### config.mk
export PLATFORM = sky130hd
export DESIGN_NAME = framebuffer_bank_scheduler
export DESIGN_NICKNAME = d
export VERILOG_FILES = /design/src/rtl/framebuffer_bank_scheduler_pkg.sv /design/src/rtl/framebuffer_bank_scheduler_timeout.sv /design/src/rtl/framebuffer_bank_scheduler.sv
export SDC_FILE = /design/constraint.sdc
export NUM_CORES = 1
export LEC_CHECK = 0
export BUFFER_PORTS_ARGS = -buffer_cell sky130_fd_sc_hd__buf_2
export CAP_MARGIN = 20
export CORE_MARGIN = 2
export CORE_UTILIZATION = 44
export CTS_CLUSTER_SIZE = 40
export DETAILED_ROUTE_END_ITERATION = 8
export GPL_TIMING_DRIVEN = 0
export PLACE_DENSITY_LB_ADDON = 0.1
export SLEW_MARGIN = 15
export SYNTH_ARGS = -nofsm -noshare
export SYNTH_HDL_FRONTEND = slang
export SYNTH_SLANG_ARGS = --single-unit
### constraint.sdc
create_clock -name clk_in -period 2.3 [get_ports clk_in]
set_input_delay 0.46 -clock clk_in [delete_from_list [all_inputs] [get_ports clk_in]]
set_output_delay 0.46 -clock clk_in [all_outputs]
set_load 0.03 [all_outputs]
### src/rtl/framebuffer_bank_scheduler_pkg.sv
// Shared types and constants for the framebuffer double-buffer scheduler.
package framebuffer_bank_scheduler_pkg;

  typedef enum logic [1:0] {
    ST_IDLE    = 2'd0,
    ST_PENDING = 2'd1,
    ST_SWAP    = 2'd2,
    ST_GUARD   = 2'd3
  } sched_state_t;

  localparam logic WRITE_BANK_RESET = 1'b1;
  localparam logic READ_BANK_RESET  = 1'b0;
  localparam int   COUNT_WIDTH      = 8;

  function automatic logic [COUNT_WIDTH-1:0] sat_inc(input logic [COUNT_WIDTH-1:0] v);
    return (&v) ? v : v + 1'b1;
  endfunction

endpackage

### src/rtl/framebuffer_bank_scheduler_timeout.sv
// Generic cycle timeout: counts while enabled, flags expiry when the count reaches value.
// Dropping enable clears the count, so each enable window restarts from zero.
module framebuffer_bank_scheduler_timeout #(
  parameter int WIDTH = 3
) (
  input  logic             clk,
  input  logic             rst,
  input  logic             enable,
  input  logic [WIDTH-1:0] value,
  output logic             expired
);

  logic [WIDTH-1:0] count;

  assign expired = enable && (count == value);

  always_ff @(posedge clk or posedge rst) begin
    if (rst) begin
      count <= '0;
    end else if (!enable) begin
      count <= '0;
    end else if (!expired) begin
      count <= count + 1'b1;
    end
  end

endmodule

### src/rtl/framebuffer_bank_scheduler.sv
// Double-buffer bank scheduler: writer fills the back bank, scanner reads the front bank,
// banks swap only on a display frame boundary after a completed frame, then a stall guard drains prefetch.
module framebuffer_bank_scheduler
  import framebuffer_bank_scheduler_pkg::*;
#(
  parameter int WR_ADDR_WIDTH = 12,
  parameter int RD_ADDR_WIDTH = 11,
  parameter int GUARD_CYCLES  = 4,
  parameter int GUARD_WIDTH   = 3
) (
  input  logic                     clk_in,
  input  logic                     reset,
  input  logic                     wr_frame_done,
  input  logic                     wr_busy,
  input  logic                     rd_frame_end,
  input  logic                     force_swap,
  input  logic [WR_ADDR_WIDTH-1:0] wr_addr_in,
  input  logic [RD_ADDR_WIDTH-1:0] rd_addr_in,
  output logic [WR_ADDR_WIDTH:0]   wr_addr_out,
  output logic [RD_ADDR_WIDTH:0]   rd_addr_out,
  output logic                     write_bank,
  output logic                     read_bank,
  output logic                     swap_pending,
  output logic                     wr_stall,
  output logic [COUNT_WIDTH-1:0]   swap_count,
  output logic [COUNT_WIDTH-1:0]   frames_dropped
);

  localparam logic [GUARD_WIDTH-1:0] GUARD_LAST =
    (GUARD_CYCLES > 0) ? GUARD_WIDTH'(GUARD_CYCLES - 1) : '0;

  sched_state_t state;
  logic         swap_go;
  logic         drop_frame;
  logic         guard_done;

  assign wr_addr_out = {write_bank, wr_addr_in};
  assign rd_addr_out = {read_bank, rd_addr_in};

  // In IDLE a completed frame takes precedence over a debug force unless it can swap immediately.
  assign swap_go =
    ((state == ST_IDLE) &&
     ((wr_frame_done && rd_frame_end && !wr_busy) || (!wr_frame_done && force_swap))) ||
    ((state == ST_PENDING) && (rd_frame_end || force_swap) && !wr_busy);

  // Any frame completed while one is already waiting or being swapped in never reaches the display.
  assign drop_frame = wr_frame_done && (state != ST_IDLE);

  framebuffer_bank_scheduler_timeout #(
    .WIDTH (GUARD_WIDTH)
  ) u_guard (
    .clk     (clk_in),
    .rst     (reset),
    .enable  (state == ST_GUARD),
    .value   (GUARD_LAST),
    .expired (guard_done)
  );

  // Outputs are registered alongside the state so the bank bits change on the edge entering SWAP.
  always_ff @(posedge clk_in or posedge reset) begin
    if (reset) begin
      state          <= ST_IDLE;
      write_bank     <= WRITE_BANK_RESET;
      read_bank      <= READ_BANK_RESET;
      swap_pending   <= 1'b0;
      wr_stall       <= 1'b0;
      swap_count     <= '0;
      frames_dropped <= '0;
    end else begin
      if (drop_frame) begin
        frames_dropped <= sat_inc(frames_dropped);
      end

      if (swap_go) begin
        state        <= ST_SWAP;
        write_bank   <= ~write_bank;
        read_bank    <= ~read_bank;
        swap_count   <= swap_count + 1'b1;
        swap_pending <= 1'b0;
        wr_stall     <= 1'b1;
      end else begin
        case (state)
          ST_IDLE: begin
            if (wr_frame_done) begin
              state        <= ST_PENDING;
              swap_pending <= 1'b1;
              wr_stall     <= 1'b1;
            end
          end
          ST_PENDING: begin
            state <= ST_PENDING;
          end
          ST_SWAP: begin
            if (GUARD_CYCLES == 0) begin
              state    <= ST_IDLE;
              wr_stall <= 1'b0;
            end else begin
              state <= ST_GUARD;
            end
          end
          ST_GUARD: begin
            if (guard_done) begin
              state    <= ST_IDLE;
              wr_stall <= 1'b0;
            end
          end
          default: begin
            state <= ST_IDLE;
          end
        endcase
      end
    end
  end

endmodule
* Yosys cells after proc, flatten, opt, wreduce, memory -nomap -nowiden *
Index checks and enable logic that the tools add are counted.

storage, ports and cells
  RAM bits = 0
  word-level logic and storage cells = 56
  bits in latches = 0
  memory bits (read-only) = 0
  flip-flop bits (word level) = 25
  output and inout port bits = 45
  memories kept = 0

cells by class
  add/sub/neg operators = 3
  reductions and logical operators = 23
  $lt $le $gt $ge = 0
  multipliers = 0
  bitwise operators = 3
  equal/unequal tests = 7
  multiplexer cells = 12
  shifts and indexed selects = 0
  div/mod/pow operators = 0

operators with widths
  cell                   count
  $add A8 B1 Y8 const B  2
  $logic_and A1 B1 Y1    8
  $pmux W2 S4            1
  $reduce_and A8 Y1      1
  $mux W2                3
  $mux W3                2
  $ne A3 B3 Y1 const B   2
  $reduce_and A2 Y1      3
  $reduce_bool A2 Y1     3
  $mux W1                5
  $eq A2 B2 Y1 const B   2
  $add A3 B1 Y3 const B  1
  $eq A3 B2 Y1 const B   1
  $logic_or A1 B1 Y1     3
  $not A1 Y1             3
  $reduce_and A3 Y1      1
  $reduce_bool A3 Y1     1
  $eq A2 B1 Y1 const B   1
  $logic_not A1 Y1       2
  $logic_not A2 Y1       1
  $ne A2 B2 Y1 const B   1
  $pmux W1 S2            1

* Logic depth before layout (Yosys ltp) *
Gate-level depths: netlist of the first run.

  depth after elaboration = 7
  gate-level depth with buffers = 6

* Cells and area by module *
From an unflattened synthesis of the first run, not the netlist that was laid out.

unflattened totals
  cell total of the unflattened synthesis = 147
  area total of the unflattened synthesis = 1478.9 um^2

by module, submodules not included
  module                              times used  cells each  area an instance (um^2)
  framebuffer_bank_scheduler          1           126         1267.5
  framebuffer_bank_scheduler_timeout  1           21          211.5

* Least setup slack after synthesis of the first run *
OpenSTA, ideal clock, no wires.

  path kind = register to register
  from = register state[0]
  to = register swap_count[1]
  cell stages (with the launch flop) = 6
  path buffers = 1
  slack = 0.674 ns
  arrival time = 1.498 ns
  library setup time = 0.128 ns
  cells stage by stage = dfrtp_1 or3b_1 o311a_1 buf_6 nor2_8 mux2_1

on the way
  cells in the longest elaborated chain, start to end = 4

RTL lines
  element                            RTL line                          source
  start, declared                    framebuffer_bank_scheduler.sv:32  sched_state_t state;
  start signal, assigned             framebuffer_bank_scheduler.sv:62  state <= ST_IDLE;
  start signal, assigned             framebuffer_bank_scheduler.sv:75  state <= ST_SWAP;
  start signal, assigned             framebuffer_bank_scheduler.sv:85  state <= ST_PENDING;
  $eq A2 B1 Y1                       framebuffer_bank_scheduler.sv:44  ((state == ST_PENDING) && (rd_frame_end || force_swap) && !wr_busy);
  $logic_and A1 B1 Y1 (2 in series)  framebuffer_bank_scheduler.sv:44
  $logic_or A1 B1 Y1 (*)             framebuffer_bank_scheduler.sv:43  ((wr_frame_done && rd_frame_end && !wr_busy) || (!wr_frame_done && force_swap))) ||
  end signal, assigned               framebuffer_bank_scheduler.sv:78  swap_count <= swap_count + 1'b1;
  end, declared                      framebuffer_bank_scheduler.sv:25  output logic [COUNT_WIDTH-1:0] swap_count,

Mark *: on every way between the ends. The rest lies on a longest branch, timed or not.
A chain may end at the register's enable or synchronous reset.

* Worst setup path after layout of the first run *
Same ends and word-level chain as after synthesis.

==> results of run 1 <==
-- layer usage --
layer  vias up  GRT usage [%]  routed length (um)
met2        47           27.0                1310
li1        551              -                   -
met3         2           1.92                 199
met1       503           20.0                1130
met4         0           4.66                  13
met5         -              0                   0
-- flip-flops by register name (all words and copies together) (netlist names) --
name / flops
frames_dropped: 8
swap_count: 8
u_guard.count: 3
state: 2
read_bank: 1
swap_pending: 1
wr_stall: 1
write_bank: 1
-- report_power, final --
group	internal, mW	total (mW)	switching (mW)
registers	0.644	0.854	0.210
logic	0.415	1.18	0.762
clock network	0.0650	0.194	0.129
-- cells by family (layout without fill, tap and decap cells) --
kind of cell | count (synthesis) | after routing | share of synthesized area [%]
buffers and inverters | 34 | 89 | 16.6
AO/OA/AOI/OAI | 13 | 13 | 5.97
adder cells (fa/ha/maj) | 4 | 4 | 3.57
AND/OR/NAND/NOR | 44 | 44 | 17.5
XOR/XNOR | 14 | 14 | 8.73
multiplexers | 4 | 4 | 3.03
flip-flops | 25 | 25 | 44.7
-- cells in the mapped netlist (all sizes together) --
cell type and number:
a21o 1, a21oi 4, a311oi 1, a31oi 1, and2 1, and4 1
buf 28, clkbuf 1, dfrtp 24, dfstp 1, ha 4, inv 5
mux2 2, mux2i 2, nand2 9, nand3 4, nand3b 1, nand4 4
nor2 13, nor3 7, nor3b 1, nor4 1, o211a 1, o21ai 3
o22ai 1, o311a 1, or2 1, or3b 1, xnor2 1, xor2 13
-- layout make-up --
| class | count | area (sq um) | area share (%) |
|---|---|---|---|
| Tap cell | 44 | 55.1 | 3.12 |
| Sequential cell | 25 | 627 | 35.5 |
| Clock buffer | 3 | 22.5 | 1.28 |
| Multi-Input combinational cell | 79 | 544 | 30.9 |
| Timing Repair Buffer | 51 | 278 | 15.7 |
| Inverter | 5 | 18.8 | 1.06 |
| Buffer | 29 | 214 | 12.1 |
| Clock inverter | 1 | 5.00 | 0.284 |
-- path summary, 6_finish.rpt --
path | cells past startpoint | to | slack, ns | startpoint
max in group asynchronous | 3 | write_bank | 1.79 | reset
hold / removal | 2 | swap_count[7] | 0.05 | reset
min in group clk_in | 1 | swap_count[7] | 0.49 | swap_count[7]
setup / recovery | 5 | swap_count[1] | 0.52 | state[0]
hold reg to reg | 1 | swap_count[7] | 0.49 | swap_count[7]
setup reg to reg | 5 | swap_count[1] | 0.52 | state[0]
-- critical path, cell delays in order, from the launching register on --
cell and delay [ns]:
dfrtp_1 0.51, or3b_1 0.41, o311a_1 0.12, buf_6 0.15
nor2_8 0.14, mux2_1 0.33
-- metrics by stage --
step	setup slack (ns)	cells	cell area, sq um
final	0.521	237	1760
after global routing	0.430	237	1760
after CTS	0.515	236	1740
after detailed placement	0.443	232	1710
after global placement	0.477	232	1710
after floorplan	0.674	138	1400
==> key figures, run 1 <==
Cells and area
  – Most common cell after layout, fill and taps aside: buf_2
  – Most frequent cells in the layout: buf_2, buf_4, dfrtp_1, xor2_1, nor2_1
  – Nets: 227
  – Layout cells sized above 1: 45.6%
  – Post-route core utilization: 57.8%
  – Area delta synth->final: 25.7%
  – Ant. Diodes: 0
  – Filler Cell Count: 285

Worst setup path
  – Worst Setup Path Type: reg -> reg
  – WP data arrival: 1.99 ns
  – CP endpoint kind: flop
  – Critical path required time: 2.51 ns
  – Max FO, Critical Path: 8
  – CP Launch Type: flop

Detailed routing
  – Via count: 1103
  – Antenna-violating nets left: 0
  – Initial DRC count: 28
  – WL per Instance: between 10 and 15 um
  – Final WL: 2650 um
  – Remaining DRCs: 0
  – Pre-antenna DRT Iters: 4
  – Via/cell ratio: between 4 and 5

Clocking
  – Root Driver: clkbuf_4
  – Worst skew pair latency: approximately 0.31 ns
  – Clock transition at path regs: ~0.14 ns
  – Clock tree buffer depth: 2
  – H-tree Lvls: 1
  – Resized cells post-CTS: 0
  – Hold Buf Count CTS: 0
  – Setup Fix Bufs, Post-CTS: 0
  – CTS tree: built
  – Num CTS Buffers: 3
  – CTS Sinks: 25

Global routing
  – Vias in the first global route: 1002
  – Largest net degree at the start of global routing: 26
  – GR Util All Layers: 15.4%
  – Antenna violations before repair: 0
  – First-pass GRT wire length: between 4000 and 5000 um
  – Aggregate global routing overflow: 0

Floorplanning
  – Die extent in y: just over 60 um
  – Die area: between 3000 and 4000 sq um
  – Core Area: 3050 sq um
  – Row cnt: 20
  – Die width: roughly 60 um
  – Initial Util: 46.0%
  – Ports: 74

Status
  – Status: finished clean

Logic synthesis
  – Synth Cell Area: 1400 sq um
  – Syn avg cell area: 10.2 sq um
  – #FFs+latches synth: 25
  – Mapped Cells: 138
  – Syn. warnings: 0
  – Synth area leader: dfrtp_1
  – Synth top area share: 42.8%
  – Synth unique cells: 35
  – Syn_nets: about 170
  – Seq/Total Area, Yosys: roughly 45%
  – Largest cells by area after synthesis: dfrtp_1, buf_4, xor2_1, ha_1, nor2_1

Power
  – Pwr Total: 2.23 mW
  – Leakage: 0.913 nW
  – Pwr per Cell Area: 1260 nW/um^2
  – VDD IR max: 685 uV

Timing
  – Clk_skew: between 0.002 and 0.003 ns
  – Max-slew headroom: about 73%
  – F_max: 0.562 GHz
  – Hold Vio Cnt, Final: 0
  – RSZ-0062 raised after global routing: false
  – Setup TNS: 0 ns
  – Tightest Pin Transition: 0.399 ns
  – Final setup fails: 0
  – Hold_ws: about 0.053 ns
  – Final Max Slew Viols: 0
  – Tmin final: 1.78 ns
  – Fin crit share: between 70% and 80%

Placed design
  – Port Buffers: 50
  – Post-DP HPWL: 2110 um
  – Gp weighted congestion: 0.786

Flow run
  – Max_cap viols: 0

Min path
  – Worst hold path type: in -> async
Note: power is estimated with default switching activity, not from simulation.
==> run 2: changes to the inputs <==
- ABC_AREA: default -> 1
- CORE_UTILIZATION: 44 -> 42
- clock period: 2.3 -> 1.5 ns (I/O delays scaled with it)
==> key figures, run 2 <==
Status
  – Status: finished clean (unchanged)

Detailed routing
  – Antenna-violating nets left: 0 (unchanged)
  – Initial DRC count: 43 (was 28)
  – Remaining DRCs: 0 (unchanged)
  – Pre-antenna DRT Iters: 4 (unchanged)
  – Via count: 1395 (was 1103)
  – Final WL: 3110 um (was 2650 um)
  – WL per Instance: 10.0 um (was 11.2 um)
  – Via/cell ratio: 4.50 (was 4.65)

Floorplanning
  – Ports: 74 (unchanged)
  – Row cnt: 22 (was 20)
  – Initial Util: 43.1% (was 46.0%)
  – Die extent in y: 65.0 um (was 60.5 um)
  – Die area: 4230 sq um (was 3660 sq um)
  – Die width: 65.0 um (was 60.5 um)
  – Core Area: 3630 sq um (was 3050 sq um)

Timing
  – Max-slew headroom: 66.3% (was 73.4%)
  – Hold Vio Cnt, Final: 0 (unchanged)
  – Clk_skew: 0.00286 ns (was 0.00254 ns)
  – Tightest Pin Transition: 0.505 ns (was 0.399 ns)
  – F_max: 0.712 GHz
  – Final Max Slew Viols: 0 (unchanged)
  – Final setup fails: 0 (unchanged)
  – Tmin final: 1.40 ns
  – Setup TNS: 0 ns (unchanged)
  – Fin crit share: a little over nine tenths
  – RSZ-0062 raised after global routing: false (unchanged)

Logic synthesis
  – Asr flop ratio synth: 100% (unchanged)
  – #FFs+latches synth: 25 (unchanged)
  – Synth top area share: 38.4% (was 42.8%)
  – Syn avg cell area: 7.56 sq um (was 10.2 sq um)
  – Synth unique cells: 24 (was 35)
  – Largest cells by area after synthesis: dfrtp_1, nand2_1, buf_4, nand3_1, inv_1 (was dfrtp_1, buf_4, xor2_1, ha_1, nor2_1)
  – Synth Cell Area: 1570 sq um (was 1400 sq um)
  – Most frequent cells after synthesis: nand2_1, buf_4, inv_1, dfrtp_1, nand3_1 (was buf_4, dfrtp_1, xor2_1, nor2_1, nand2_1)
  – Syn. warnings: 0 (unchanged)
  – Most frequent cell after synthesis: nand2_1 (was buf_4)
  – Mapped Cells: 207 (was 138)
  – Seq/Total Area, Yosys: 40.0% (was 44.7%)
  – Synth area leader: dfrtp_1 (unchanged)
  – EDFF count, synth: 0 (unchanged)
  – Top FF cell, synth: dfrtp_1 (unchanged)
  – Syn_nets: 240 (was 171)

Cells and area
  – Area delta synth->final: 24.1% (was 25.7%)
  – Fin area: 1940 sq um (was 1760 sq um)
  – Nets: 296 (was 227)
  – Filler Cell Count: 391 (was 285)
  – FF+latch area: 627 sq um (unchanged)
  – Largest registers: frames_dropped: 8 flops, swap_count: 8 flops, u_guard.count: 3 flops (unchanged)
  – Layout cells sized above 1: 35.1% (was 45.6%)
  – Ant. Diodes: 0 (unchanged)
  – Most common cell after layout, fill and taps aside: nand2_1 (was buf_2)
  – Most frequent cells in the layout: nand2_1, buf_2, inv_1, buf_4, dfrtp_1 (was buf_2, buf_4, dfrtp_1, xor2_1, nor2_1)
  – Footprint of the multi-input gates: 632 sq um (was 544 sq um)
  – Layout Cells excl Fill: 310 (was 237)

Global routing
  – Aggregate global routing overflow: 0 (unchanged)
  – Vias in the first global route: 1166 (was 1002)
  – First-pass GRT wire length: 5080 um (was 4330 um)
  – Largest net degree at the start of global routing: 26 (unchanged)
  – GR Util All Layers: 15.3% (was 15.4%)
  – Antenna violations before repair: 0 (unchanged)

Worst setup path
  – Critical path required time: 1.20 ns (was 2.51 ns)
  – Slowest stage delay, CP: 0.56 ns (was 0.51 ns)
  – CP endpoint kind: output pin (was flop)
  – WP data arrival: 1.10 ns (was 1.99 ns)
  – Worst Setup Path Type: reg -> out (was reg -> reg)
  – Cells on worst reg2reg path: 8 (was 5)
  – CP Launch Type: flop (unchanged)
  – Max FO, Critical Path: 4 (was 8)
  – Crit-path cells: buf_4 > buf_2 (was or3b_1 > o311a_1 > buf_6 > nor2_8 > mux2_1)
  – Critical path's slowest cell: dfstp_2 (was dfrtp_1)

Power
  – Sw Pwr: 1.44 mW (was 1.10 mW)
  – Internal power: 1.63 mW (was 1.12 mW)
  – Leakage: 1.12 nW (was 0.913 nW)
  – Net Sw Frac: 46.9% (was 49.5%)
  – Flop pwr share: 37.5% (was 38.4%)
  – Clock share of power: 13.1% (was 8.7%)
  – VDD IR max: 836 uV (was 685 uV)
  – Combinational power share: 49.4% (was 52.9%)
  – Pwr per Cell Area: 1580 nW/um^2 (was 1260 nW/um^2)

Clocking
  – Clock tree buffer depth: 2 (unchanged)
  – CTS Sinks: 25 (unchanged)
  – CTS tree: built (unchanged)
  – Hold Buf Count CTS: 0 (unchanged)
  – Clock transition at path regs: 0.09 ns (was 0.14 ns)
  – Root Driver: clkbuf_8 (was clkbuf_4)
  – Num CTS Buffers: 3 (unchanged)
  – Worst skew pair latency: 0.27 ns (was 0.31 ns)
  – H-tree Lvls: 1 (unchanged)

Min path
  – Worst hold path type: in -> async (unchanged)

Placed design
  – Port Buffers: 50 (unchanged)
  – Post-DP HPWL: 2410 um (was 2110 um)
  – Gp weighted congestion: 0.751 (was 0.786)
  – Area after DPL: 1880 sq um (was 1710 sq um)
  – Placed cell count: 305 (was 232)

Flow run
  – Max_cap viols: 0 (unchanged)
==> run 2: timing repair <==
action,CTS,global route
buffers inserted,0,0
endpoints found under the setup margin,0,4
gates resized for setup,0,2
==> run 2: area by class of cell <==
type	instances	area share, %
multi-input cells	126	32.5
repair buffers	51	13.7
well taps	48	3.09
inverters	28	5.41
plain buffers	28	10.8
clock buffers	4	2.32
flip-flops and latches	25	32.3
==> run 2: per-layer routing <==
layer | up-vias | part of all wire, % | GRT usage (%)
met2 | 44 | 47 | 26.0
met4 | 0 | 0.90 | 5.47
met3 | 4 | 5.5 | 2.26
li1 | 728 | - | -
met1 | 619 | 46 | 19.6
met5 | - | 0 | 0
==> run 2: per-stage QoR <==
stage               setup slack, ns  power, mW  hold slack (ns)  util, %
CTS                          0.0755       3.10            0.282     52.9
floorplan                    0.0202       2.29            0.327        -
global route                 0.0118       3.32           0.0879     53.5
detailed placement           0.0993       2.69            0.490     51.6
finish                       0.0950       3.07           0.0460     53.5
global placement             0.0997       2.66            0.483     51.6
==> run 2: cell families (layout without fill, tap and decap cells) <==
group           count (synthesis)  after routing  share of synthesized area, %
buf+inv                        56            111                          20.1
flops                          25             25                          40.0
simple gates                  105            105                          29.1
fa+ha+maj                       4              4                          3.20
xor+xnor                        7              7                          3.92
compound gates                 10             10                          3.68
==> run 2: power groups by stage <==
| stage | sequential [mW] | combinational [mW] | clock (mW) |
|---|---|---|---|
| after floorplan | 1.48 | 0.814 | 0 |
| after global placement | 1.16 | 1.50 | 0 |
| after detailed placement | 1.16 | 1.52 | 0 |
| after CTS | 1.15 | 1.52 | 0.421 |
| after global routing | 1.19 | 1.68 | 0.447 |
| final | 1.15 | 1.52 | 0.403 |
==> run 2: worst paths after layout <==
check	from	to	slack [ns]
min in group clk_in	wr_frame_done	swap_pending	0.33
worst min register to register	u_guard.count[1]	u_guard.count[1]	0.50
worst min-delay path	reset	read_bank	0.05
worst max register to register	frames_dropped[0]	frames_dropped[4]	0.15
max in group asynchronous	reset	state[1]	0.98
worst max-delay path	write_bank	wr_addr_out[12]	0.1
==> run 2: worst max-delay path: cells and delay by family (launching register included) <==
kind	cells	cell delay, ns
buf+inv	2	0.28
flops	1	0.56
